File: src/rtl/fpu_issue_ctrl.sv
// FPU issue controller: scoreboard hazard checks, fixed-latency writeback slots,
// non-pipelined divider occupancy, illegal-op trapping and stall accounting.
module fpu_issue_ctrl (
  input  logic        cpu_clock,
  input  logic        cpu_reset_b,
  input  logic        issue_valid,
  input  logic [2:0]  issue_op,
  input  logic [4:0]  issue_fd,
  input  logic [4:0]  issue_fs,
  input  logic [4:0]  issue_ft,
  output logic        issue_ready,
  input  logic        flush,
  output logic        fpu_start,
  output logic [2:0]  fpu_op,
  output logic [4:0]  fpu_fs,
  output logic [4:0]  fpu_ft,
  output logic [4:0]  fpu_fd,
  output logic        wb_en,
  output logic [4:0]  wb_fd,
  output logic        illegal,
  output logic        fpu_idle,
  output logic [15:0] stall_cycles
);

  localparam logic [2:0] OP_ADD = 3'd0;
  localparam logic [2:0] OP_SUB = 3'd1;
  localparam logic [2:0] OP_MUL = 3'd2;
  localparam logic [2:0] OP_DIV = 3'd3;
  localparam logic [2:0] OP_MOV = 3'd4;
  localparam logic [2:0] OP_NEG = 3'd5;

  logic [31:0] r_busy;
  logic [12:1] r_slot_v;
  logic [4:0]  r_slot_fd [1:12];
  logic [3:0]  r_div_cnt;
  logic        r_illegal;
  logic [15:0] r_stall_cnt;

  logic        w_legal;
  logic        w_uses_ft;
  logic        w_slot_free;
  logic        w_div_free;
  logic        w_hazard_ok;
  logic [3:0]  w_lat;
  logic [3:0]  w_div_dec;
  logic [12:1] w_shift_v;
  logic [12:1] w_slot_v_nxt;
  logic [4:0]  w_slot_fd_nxt [1:12];
  logic [31:0] w_busy_nxt;

  // Hazard evaluation uses the post-shift slot view and post-decrement divider count
  always_comb begin
    w_legal   = (issue_op <= OP_NEG);
    w_uses_ft = !((issue_op == OP_MOV) || (issue_op == OP_NEG));
    case (issue_op)
      OP_ADD, OP_SUB: w_lat = 4'd3;
      OP_MUL:         w_lat = 4'd4;
      OP_DIV:         w_lat = 4'd12;
      default:        w_lat = 4'd1;
    endcase
    w_shift_v   = {1'b0, r_slot_v[12:2]};
    w_slot_free = !w_shift_v[w_lat];
    w_div_dec   = (r_div_cnt != 4'd0) ? (r_div_cnt - 4'd1) : 4'd0;
    w_div_free  = (w_div_dec == 4'd0);
    w_hazard_ok = !r_busy[issue_fs] && (!w_uses_ft || !r_busy[issue_ft]) &&
                  !r_busy[issue_fd] && w_slot_free &&
                  ((issue_op != OP_DIV) || w_div_free);
    issue_ready = !flush && !cpu_reset_b && (!w_legal || w_hazard_ok);
    fpu_start   = issue_valid && issue_ready && w_legal;
  end

  always_comb begin
    for (int k = 1; k < 12; k++) begin
      w_slot_v_nxt[k]  = r_slot_v[k+1];
      w_slot_fd_nxt[k] = r_slot_fd[k+1];
    end
    w_slot_v_nxt[12]  = 1'b0;
    w_slot_fd_nxt[12] = 5'd0;
    w_busy_nxt = r_busy;
    if (r_slot_v[1])
      w_busy_nxt[r_slot_fd[1]] = 1'b0;
    if (fpu_start) begin
      w_slot_v_nxt[w_lat]  = 1'b1;
      w_slot_fd_nxt[w_lat] = issue_fd;
      w_busy_nxt[issue_fd] = 1'b1;
    end
  end

  always_ff @(posedge cpu_clock) begin
    if (cpu_reset_b || flush) begin
      r_busy    <= '0;
      r_slot_v  <= '0;
      r_div_cnt <= 4'd0;
    end else begin
      r_busy    <= w_busy_nxt;
      r_slot_v  <= w_slot_v_nxt;
      r_div_cnt <= (fpu_start && (issue_op == OP_DIV)) ? 4'd12 : w_div_dec;
    end
  end

  always_ff @(posedge cpu_clock) begin
    r_slot_fd <= w_slot_fd_nxt;
  end

  always_ff @(posedge cpu_clock) begin
    if (cpu_reset_b) begin
      r_illegal   <= 1'b0;
      r_stall_cnt <= 16'd0;
    end else begin
      r_illegal <= issue_valid && issue_ready && !w_legal;
      if (issue_valid && !issue_ready && (r_stall_cnt != 16'hFFFF))
        r_stall_cnt <= r_stall_cnt + 16'd1;
    end
  end

  assign fpu_op       = issue_op;
  assign fpu_fs       = issue_fs;
  assign fpu_ft       = issue_ft;
  assign fpu_fd       = issue_fd;
  assign wb_en        = r_slot_v[1] && !cpu_reset_b;
  assign wb_fd        = r_slot_fd[1];
  assign illegal      = r_illegal;
  assign fpu_idle     = (r_busy == 32'd0) && (r_div_cnt == 4'd0);
  assign stall_cycles = r_stall_cnt;

endmodule

File: config.mk
export PLATFORM = sky130hd
export DESIGN_NAME = fpu_issue_ctrl
export DESIGN_NICKNAME = d
export VERILOG_FILES = /design/src/rtl/fpu_issue_ctrl.sv
export SDC_FILE = /design/constraint.sdc
export NUM_CORES = 1
export LEC_CHECK = 0
export CORE_ASPECT_RATIO = 1.4
export CORE_MARGIN = 10
export CORE_UTILIZATION = 50
export DETAILED_ROUTE_END_ITERATION = 7
export PLACE_DENSITY = 0.75
export SETUP_SLACK_MARGIN = 0.05
export SLEW_MARGIN = 10
export SYNTH_ARGS = -nofsm -noshare
export SYNTH_HDL_FRONTEND = slang
export SYNTH_SLANG_ARGS = --single-unit
File: constraint.sdc
create_clock -name cpu_clock -period 3 [get_ports cpu_clock]
set_input_delay 0.45 -clock cpu_clock [delete_from_list [all_inputs] [get_ports cpu_clock]]
set_output_delay 0.45 -clock cpu_clock [all_outputs]
set_load 0.02 [all_outputs]
; ---- After elaboration in Yosys (flattened, before gate mapping)
; Cells that the tools add are included.
[op_classes]
n_lt_le_gt_ge = 11
reduce_logical = 39
muxes = 24
bitwise_logic = 6
n_addsub = 2
eq_ne = 7
[op_table]
columns = operator, count
row1 = $mux W32, 2
row2 = $bwmux W60, 1
row3 = $mux W60, 1
row4 = $and A32 B32 Y32, 1
row5 = $logic_not A32 Y1, 1
row6 = $not A32 Y32, 1
row7 = $or A32 B32 Y32, 1
row8 = $lt A5 B6 Y1 const B, 4
row9 = $demux W5 S4, 1
row10 = $logic_and A1 B1 Y1, 18
row11 = $add A16 B1 Y16 const B, 1
row12 = $ne A16 B16 Y1 const B, 1
row13 = $bmux W1 S5, 3
row14 = $or A11 B12 Y12, 1
row15 = $pmux W4 S3, 1
row16 = $mux W11, 1
row17 = $demux W1 S5, 2
row18 = $ge A5 B1 Y1 const B, 2
row19 = $logic_not A1 Y1, 8
row20 = $logic_not A4 Y1, 2
row21 = $mux W4, 2
row22 = $mux W1, 7
row23 = $eq A3 B2 Y1 const B, 2
row24 = $eq A3 B3 Y1 const B, 2
row25 = 17 further kinds, 23
[word_totals]
regBits = 125
input_bits = 22

; ---- Depth between registers and ports, before layout
[logic_depth]
word_depth = 14
ltp_mapped = 10
depth_no_buf = 7

; ---- Least setup slack after synthesis
; OpenSTA, ideal clock, no wires.
[synth_path]
path_type = input port to output port
startpoint = input issue_fd[0]
endpoint = output issue_ready
cell_stages = 9
path_slack_ns = -0.008
arrival_time_ns = 2.558
cell_sequence = buf_6 buf_1 mux2i_1 o22ai_1 nor4_2 o2111ai_2 nor3_1 a21oi_1 nor2_1
[synth_via]
elab_chain_len = 8
[synth_rtl]
columns = element, line
row1 = "start, declared", 8  ; input logic [4:0] issue_fd,
row2 = $bmux W1 S5, 66  ; !r_busy[issue_fd] && w_slot_free &&
row3 = $mux W1 (implied by the code), 66
row4 = $logic_not A1 Y1, 66
row5 = $logic_and A1 B1 Y1, 65  ; w_hazard_ok = !r_busy[issue_fs] && (!w_uses_ft || !r_busy[issue_ft]) &&
row6 = $logic_and A1 B1 Y1 (2 in a row), 66
row7 = $logic_or A1 B1 Y1, 68  ; issue_ready = !flush && !cpu_reset_b && (!w_legal || w_hazard_ok);
row8 = $logic_and A1 B1 Y1, 68
row9 = "end, declared", 11  ; output logic issue_ready,
; Every way passes these cells. The select of a mux whose other input is x is not followed.

; ---- Worst setup path after layout
[layout_path]
startpoint = register r_busy[1]
endpoint = output fpu_start
[layout_via]
elab_chain_len = 12
[layout_rtl]
columns = element, line
row1 = "start, declared", 32  ; logic [31:0] r_busy;
row2 = "start signal, assigned", 95  ; r_busy <= w_busy_nxt;
row3 = $bmux W1 S5, 65
row4 = $mux W1 (implied by the code), 65
row5 = $logic_not A1 Y1, 65
row6 = $logic_or A1 B1 Y1, 65
row7 = $logic_and A1 B1 Y1, 65
row8 = $logic_and A1 B1 Y1 *, 65
row9 = $logic_and A1 B1 Y1 * (2 in a row), 66
row10 = $logic_or A1 B1 Y1 *, 68
row11 = $logic_and A1 B1 Y1 *, 68
row12 = $logic_and A1 B1 Y1 * (2 in a row), 69  ; fpu_start = issue_valid && issue_ready && w_legal;
row13 = "end, declared", 13  ; output logic fpu_start,
; Mark *: on every way between the ends. The rest lies on a longest branch, timed or not. The select of a mux whose other input is x is not followed.

==> impl_metrics.tcl <==
set metrics [dict create \
    outcome "complete, but fails checks" \
    violations "negative setup slack" \
    r2r_end "stall_cycles[9]" \
    setup_tns_ps -10.8 \
    synth_edf_count 0 \
    multi_input_comb_area_um2 2800 \
    ys_types 52 \
    insertion_delay_ps 410 \
    timing.rr.start "r_busy[29]" \
    cts-root-buf "clkbuf_16" \
    p_leak_nw 2.98 \
    initial_core_util_pct 51.5 \
    vdd_drop_max_v 0.000526 \
    num_rows 45 \
    numCtsBuffers 17 \
    drt_wl_total_um 16300 \
    cp_data_arrival_time_ps 2560 \
    first_global_vias 4970 \
    cts_tree "built" \
    gp_congestion 0.958 \
    setup_ws_ps -10.8 \
    firstDrtPassIters 5 \
    post_dp_cell_area_um2 6770 \
    synth_area_um2 5650 \
    dieArea_um2 16000 \
    die_width_um 110 \
    path_class "reg2out" \
    yosysSeqAreaShare_pct 44.3 \
    cts_max_level 4 \
    cellPowerDensity_nw_per_um2 546 \
    synth-seq-cells 125 \
    worst_pin_slew_ps 1140 \
    clkSlewWorstSetupHoldPaths_ps 50 \
    crit_start "r_busy[1]" \
    clockBufferDepth 2 \
    async_flop_share_pct 0 \
    via_per_inst 6.04 \
    port_buffers 65 \
    vias 4866 \
    synth_warnings 0 \
    final_cell_area_um2 7630 \
    final-seq-area_um2 2520 \
    post_drt_wl_per_cell_um 20.3 \
    netlist_instances 555 \
    ant_nets 0 \
    numClockSinks 125 \
    min_period_ps 3010 \
    cts_hold_buffers 0 \
    maxCapViolations 0 \
    final_nets 674 \
    critPathRequiredTime_ps 2550 \
    fmax_mhz 332 \
    core_area_um2 11000 \
    min_path_type "reg2reg" \
    synth_flop_cell "dfxtp_1" \
    drive_above_1_share_pct 35.1 \
    grt_util_all_layers_pct 20.4 \
    rsz0062_at_grt "yes" \
    final_core_util_pct 69.5 \
    grt_max_degree 44 \
    end_kind "primary output" \
    worstSetupEndpoint "fpu_start" \
    syn_area_per_cell_um2 10.2 \
    n_fill_cell 788 \
    hold_viol 0 \
    final-max-slew-violation-count 0 \
    area_delta_synth_final_pct 35.0 \
    maxSlewHeadroom_pct 23.2 \
    drc 0 \
    finalSetupViolCount 1 \
    synth_nets 578 \
    dieHeight_um 146 \
    period_share_pct 100 \
    antenna_found_initial 0 \
    ff2ff_path_depth 12 \
    r2r_slack_ps 90 \
    hpwl_um 11800 \
    cp_max_fo 3 \
    grt.overflow.total 0 \
    drt_iter0_markers 380 \
    ioPinCount 66 \
    grt_pass1_wl_um 25700 \
    start_kind "flop" \
    num_antenna_cells 0 \
    fin_skew_ps 9.08 \
]
[cells in the mapped netlist, types with 13 or more instances]
cell type	n	area share, %
dfxtp_1	125	44
clkbuf_1	58	3.9
o211ai_1	32	4.3
buf_4	26	3.5
mux2_2	26	5.2
o21ai_0	23	2.0
nor2_1	21	1.4
mux2i_1	19	3.4
o31ai_1	19	2.5
a21oi_1	18	1.6
nand3_1	16	1.4
and2_1	14	1.5
nand2_1	13	0.86
nor4_1	13	1.4
[cell families after synthesis]
logic type | count (synthesis) | synth area share (%)
fa+ha+maj | 1 | 0.221
simple gates | 159 | 17.3
flops | 125 | 44.3
buf+inv | 98 | 8.81
compound gates | 111 | 13.8
mux | 61 | 15.6
[worst min-delay path by stage]
stage | startpoint | endpoint | slack (ps) | cells past startpoint
after CTS | r_slot_fd[3] | r_slot_fd[8] | 320 | 0
after global routing | r_slot_fd[3] | r_slot_fd[8] | 320 | 0
after floorplan | r_slot_fd[5] | r_slot_fd[10] | 380 | 1
after detailed placement | r_slot_fd[30] | r_slot_fd[35] | 310 | 0
after global placement | r_slot_fd[47] | r_slot_fd[52] | 310 | 0
final | r_slot_fd[3] | r_slot_fd[8] | 320 | 0
[through the flow]
step | setup slack [ps] | std cells | power [mW] | hold slack [ps]
2_1_floorplan | 69.4 | 555 | 1.88 | 382
3_3_place_gp | -947 | 766 | 2.02 | 311
3_5_place_dp | -992 | 766 | 2.02 | 312
4_1_cts | 3.62 | 798 | 4.18 | 322
5_1_grt | -68.3 | 805 | 4.29 | 323
6_report | -10.8 | 805 | 4.16 | 323
[worst max-delay path: stages (launching register included)]
cell     delay [ps]
dfxtp_2         340
mux4_2          490
mux2_4          280
a311o_2         430
buf_6           140
nor4_4          290
buf_4           190
[where the power goes]
part | leakage [nW] | switching, mW | internal, mW | total, mW
sequential | 1.01 | 0.00987 | 1.67 | 1.68
combinational | 1.67 | 0.173 | 0.158 | 0.331
clock | 0.300 | 0.737 | 1.42 | 2.15
total | 2.98 | 0.920 | 3.24 | 4.16
[registers in the layout (all words and copies together), names as in the netlist]
register and cells:
stall_cycles 16, illegal 1, wb_fd 5, r_div_cnt 4
r_slot_fd 55, r_busy 32, r_slot_v 12
[per-layer routing]
layer / share of wire, % / GRT usage, %
met1: 36 / 21.8
met2: 50 / 33.8
met3: 8.1 / 5.31
met4: 5.4 / 13.4
met5: 0 / 0
[repair_timing]
action                                  in CTS  in global routing
resized for setup                           64                 29
endpoints found under the hold margin        0                  0
endpoints found under the setup margin      72                  3
pin swaps                                   12                  8
cloned                                       1                  0
setup buffers                                1                  8
[cell type report]
type / instances / share of cell area [%]
Timing Repair Buffer: 169 / 19.4
Clock inverter: 13 / 2.46
Tap cell: 141 / 2.31
Multi-Input combinational cell: 332 / 36.7
Sequential cell: 125 / 33.0
Inverter: 6 / 0.295
Clock buffer: 19 / 5.81
[cell usage in the layout, fill, tap and decap left out, drive strengths merged, types with 3 or more instances in the layout]
master / n
clkinv: 5
or4b: 3
nor4: 16
o31ai: 19
a2111oi: 3
nand3: 16
o311ai: 3
nor2: 21
a21oi: 18
clkbuf: 20
or3b: 4
mux2: 26
clkinvlp: 3
or4: 3
nand2b: 5
nor3: 9
nand2: 17
dlygate4sd2: 5
nand4: 8
or3: 8
o32ai: 3
mux4: 16
bufinv: 4
inv: 7
and2: 14
o211ai: 32
buf: 108
o22ai: 3
dfxtp: 125
nor2b: 11
nand3b: 12
o21ai: 23
or2: 4
clkdlybuf4s50: 51
mux2i: 19
Power figures use the tool's default switching activity.
==> RTL edit (same flow settings) <==
Reset style: asynchronous (`cpu_reset_b`), changed in one clocked block.
--- a/src/rtl/fpu_issue_ctrl.sv
+++ b/src/rtl/fpu_issue_ctrl.sv
@@ -102,7 +102,7 @@
     r_slot_fd <= w_slot_fd_nxt;
   end
 
-  always_ff @(posedge cpu_clock) begin
+  always_ff @(posedge cpu_clock or posedge cpu_reset_b) begin
     if (cpu_reset_b) begin
       r_illegal   <= 1'b0;
       r_stall_cnt <= 16'd0;
Formal check against the unedited RTL: differs if cpu_reset_b is asserted again (counterexample within 4 cycles, from zero or initial values and one cycle with cpu_reset_b high); with cpu_reset_b held inactive, the same outputs for 4 cycles.
==> RTL edit against the unedited design <==
- the run still ends with setup timing left
- area after synthesis shrank 4.6%
- routed wire length shrank 1.1%
- non-clock buffer count shrank 11
- power grew 7.5%
- sequential cell count is the same
- count of clock-buffer cells in the layout shrank 2
- cell area shrank 3.8%
- setup slack lost 0.35 ns
==> RTL edit: results (changes against the unedited design) <==
Synthesis
  • Most frequent cells after synthesis: dfxtp_1, clkbuf_1, o21ai_0
  • Main synth FF type: dfxtp_1
  • Mean area per synthesized cell: 10.19 um2 (about the same)
  • Ys Warns: 0 (unchanged)
  • Post-synth ARST share: 13.60% (+14 points)
  • Top post-synthesis cells by area: dfxtp_1, dfrtp_1, mux4_2, o211ai_1, clkbuf_1
  • Syn Nets: 552 (-4.5%)
  • Number of distinct library cells after synthesis: 53 (+1.9%)
  • Sequential share of the synthesized area: 48.00% (+3.7 points)

Clock network
  • Clock Root Buffer: clkbuf_16
  • H-tree depth: 4 (unchanged)
  • Clock Path Buffers: 2 (unchanged)
  • Worst-path clk slew: 0.06 ns
  • Num CTS Buffers: 17 (unchanged)
  • Latest clock arrival within the worst-skew pair: around 0.42 ns

Final layout
  • Layout cells sized above 1: 33.65% (-1.4 points)
  • Largest Register: r_slot_fd
  • Final net count: 637 (-5.5%)
  • Number of flip-flops in the largest register: 55 (unchanged)
  • Number of diodes: 0 (unchanged)

Timing
  • Worst setup margin: -0.3598 ns (-0.3490 ns)
  • Worst Hold Slack: 0.3246 ns (+0.001777 ns)
  • Clk_skew: 0.008622 ns (-0.0004617 ns)
  • Setup violations, final: 27 (+26)
  • Worst Tran Pin Value: 0.7071 ns (-0.4299 ns)

GRT
  • First-pass GRT wire length: 25600 um (-0.54%)
  • Pin count of the biggest net entering global routing: 42 (-4.5%)
  • Antenna violations before repair: 0 (unchanged)
  • Vias in the first global route: 4716 (-5.1%)
  • Gr usage total: 21.45% (+1.1 points)

Critical path
  • RR Endpoint: wb_fd[0]
  • R2R cell count: 10 (-2)
  • Beginning of the critical path: r_busy[31]
  • Critical Path Fanout Max: 8 (+5)

Min path
  • Worst hold path type: flop to flop
  • Worst hold stages: 0 (unchanged)
  • Hold endpoint: r_slot_fd[53]
  • Hold_sp: r_slot_fd[48]

Placed design
  • Placed insts: 729 (-4.8%)
  • DPL Wire Length: 11630 um (-1.5%)
  • Post-placement cell area: 6489 um2 (-4.1%)
  • Final Wtd Congestion: 0.9553 (-0.24%)
  • Port buffer count: 65 (unchanged)

Power and ir drop
  • Leakage power: 3.038 nW (+1.9%)
  • VDD IR max: 0.5855 mV (+11%)
  • Switching share of power: 25.98% (+3.9 points)

Status
  • Failing checks: setup timing
  • Outcome: finished with violations

Drt
  • Final wirelength: 16150 um (-1.1%)
  • DR iter-0 viols: 320 (-16%)
  • DR vias: 4415 (-9.3%)
  • DR vias/cell: 5.771 (-4.5%)
  • Drt pass-1 iters: 5 (unchanged)
  • Antenna viol nets, final: 0 (unchanged)
-- RTL edit: repair_timing --
item / 4_1_cts / 5_1_grt
pin swaps: 5 / 29
setup endpoints to repair: 60 / 60
setup buffers: 3 / 3
hold buffers: 0 / 0
gates resized for setup: 43 / 64
cloned: 0 / 0
endpoints found under the hold margin: 0 / 0
-- RTL edit: logic make-up (layout without fill, tap and decap cells) --
group	after synthesis	count (layout)	share of synthesized area, %
AO/OA/AOI/OAI	94	94	11.42
XOR/XNOR	15	15	2.437
buffers and inverters	107	205	9.192
flip-flops	125	125	48.00
AND/OR/NAND/NOR	132	132	14.42
multiplexers	55	55	14.30
adder cells (fa/ha/maj)	1	1	0.2321
-- RTL edit: area by class of cell --
cell class | count | area, um2
multi-input combinational | 297 | 2486
timing repair buffer | 158 | 1408
sequential | 125 | 2589
tap | 138 | 172.7
clock inverter | 15 | 200.2
fill | 777 | 3123
clock buffer | 17 | 425.4
inverter | 15 | 56.30
-- RTL edit: how the worst max path moves through the flow --
stage                 to  slack [ns]
4_1_cts        fpu_start       -0.35
3_3_place_gp   fpu_start       -1.14
5_1_grt        fpu_start       -0.41
2_1_floorplan   wb_fd[0]       -0.20
6_report        wb_fd[0]       -0.36
3_5_place_dp   fpu_start       -1.15
-- RTL edit: per-stage QoR --
step	setup slack [ns]	TNS [ns]	util [%]
CTS	-0.3546	-5.565	68.85
global placement	-1.140	-47.74	62.03
detailed placement	-1.145	-49.36	62.03
global route	-0.4091	-7.802	70.14
finish	-0.3598	-5.616	70.14
floorplan	-0.2033	-2.083	-
-- RTL edit: layer usage --
| layer | global-route usage [%] | part of all wire (%) | vias up |
|---|---|---|---|
| li1 | - | - | 2038 |
| met1 | 22.78 | 38 | 2145 |
| met2 | 37.14 | 52 | 180 |
| met3 | 6.441 | 6.4 | 52 |
| met4 | 11.50 | 4.2 | 0 |
| met5 | 0 | 0 | - |
-- RTL edit: critical path, stage by stage, from the launching register on --
cell and delay [ns]:
dfxtp_2 0.33, mux4_2 0.47, o2bb2ai_2 0.13, a32o_1 0.20
a222oi_1 0.44, nand3_1 0.15, or3b_4 0.43, buf_6 0.15
or4b_1 0.48, buf_6 0.16, mux2_4 0.30
-- RTL edit: power groups by stage --
stage / clock [W] / sequential [W] / combinational (W)
floorplan: 0 / 0.00185 / 0.000214
global placement: 0 / 0.00181 / 0.000498
detailed placement: 0 / 0.00181 / 0.000503
CTS: 0.00219 / 0.00178 / 0.000512
global route: 0.00227 / 0.00178 / 0.000558
finish: 0.00218 / 0.00178 / 0.000520
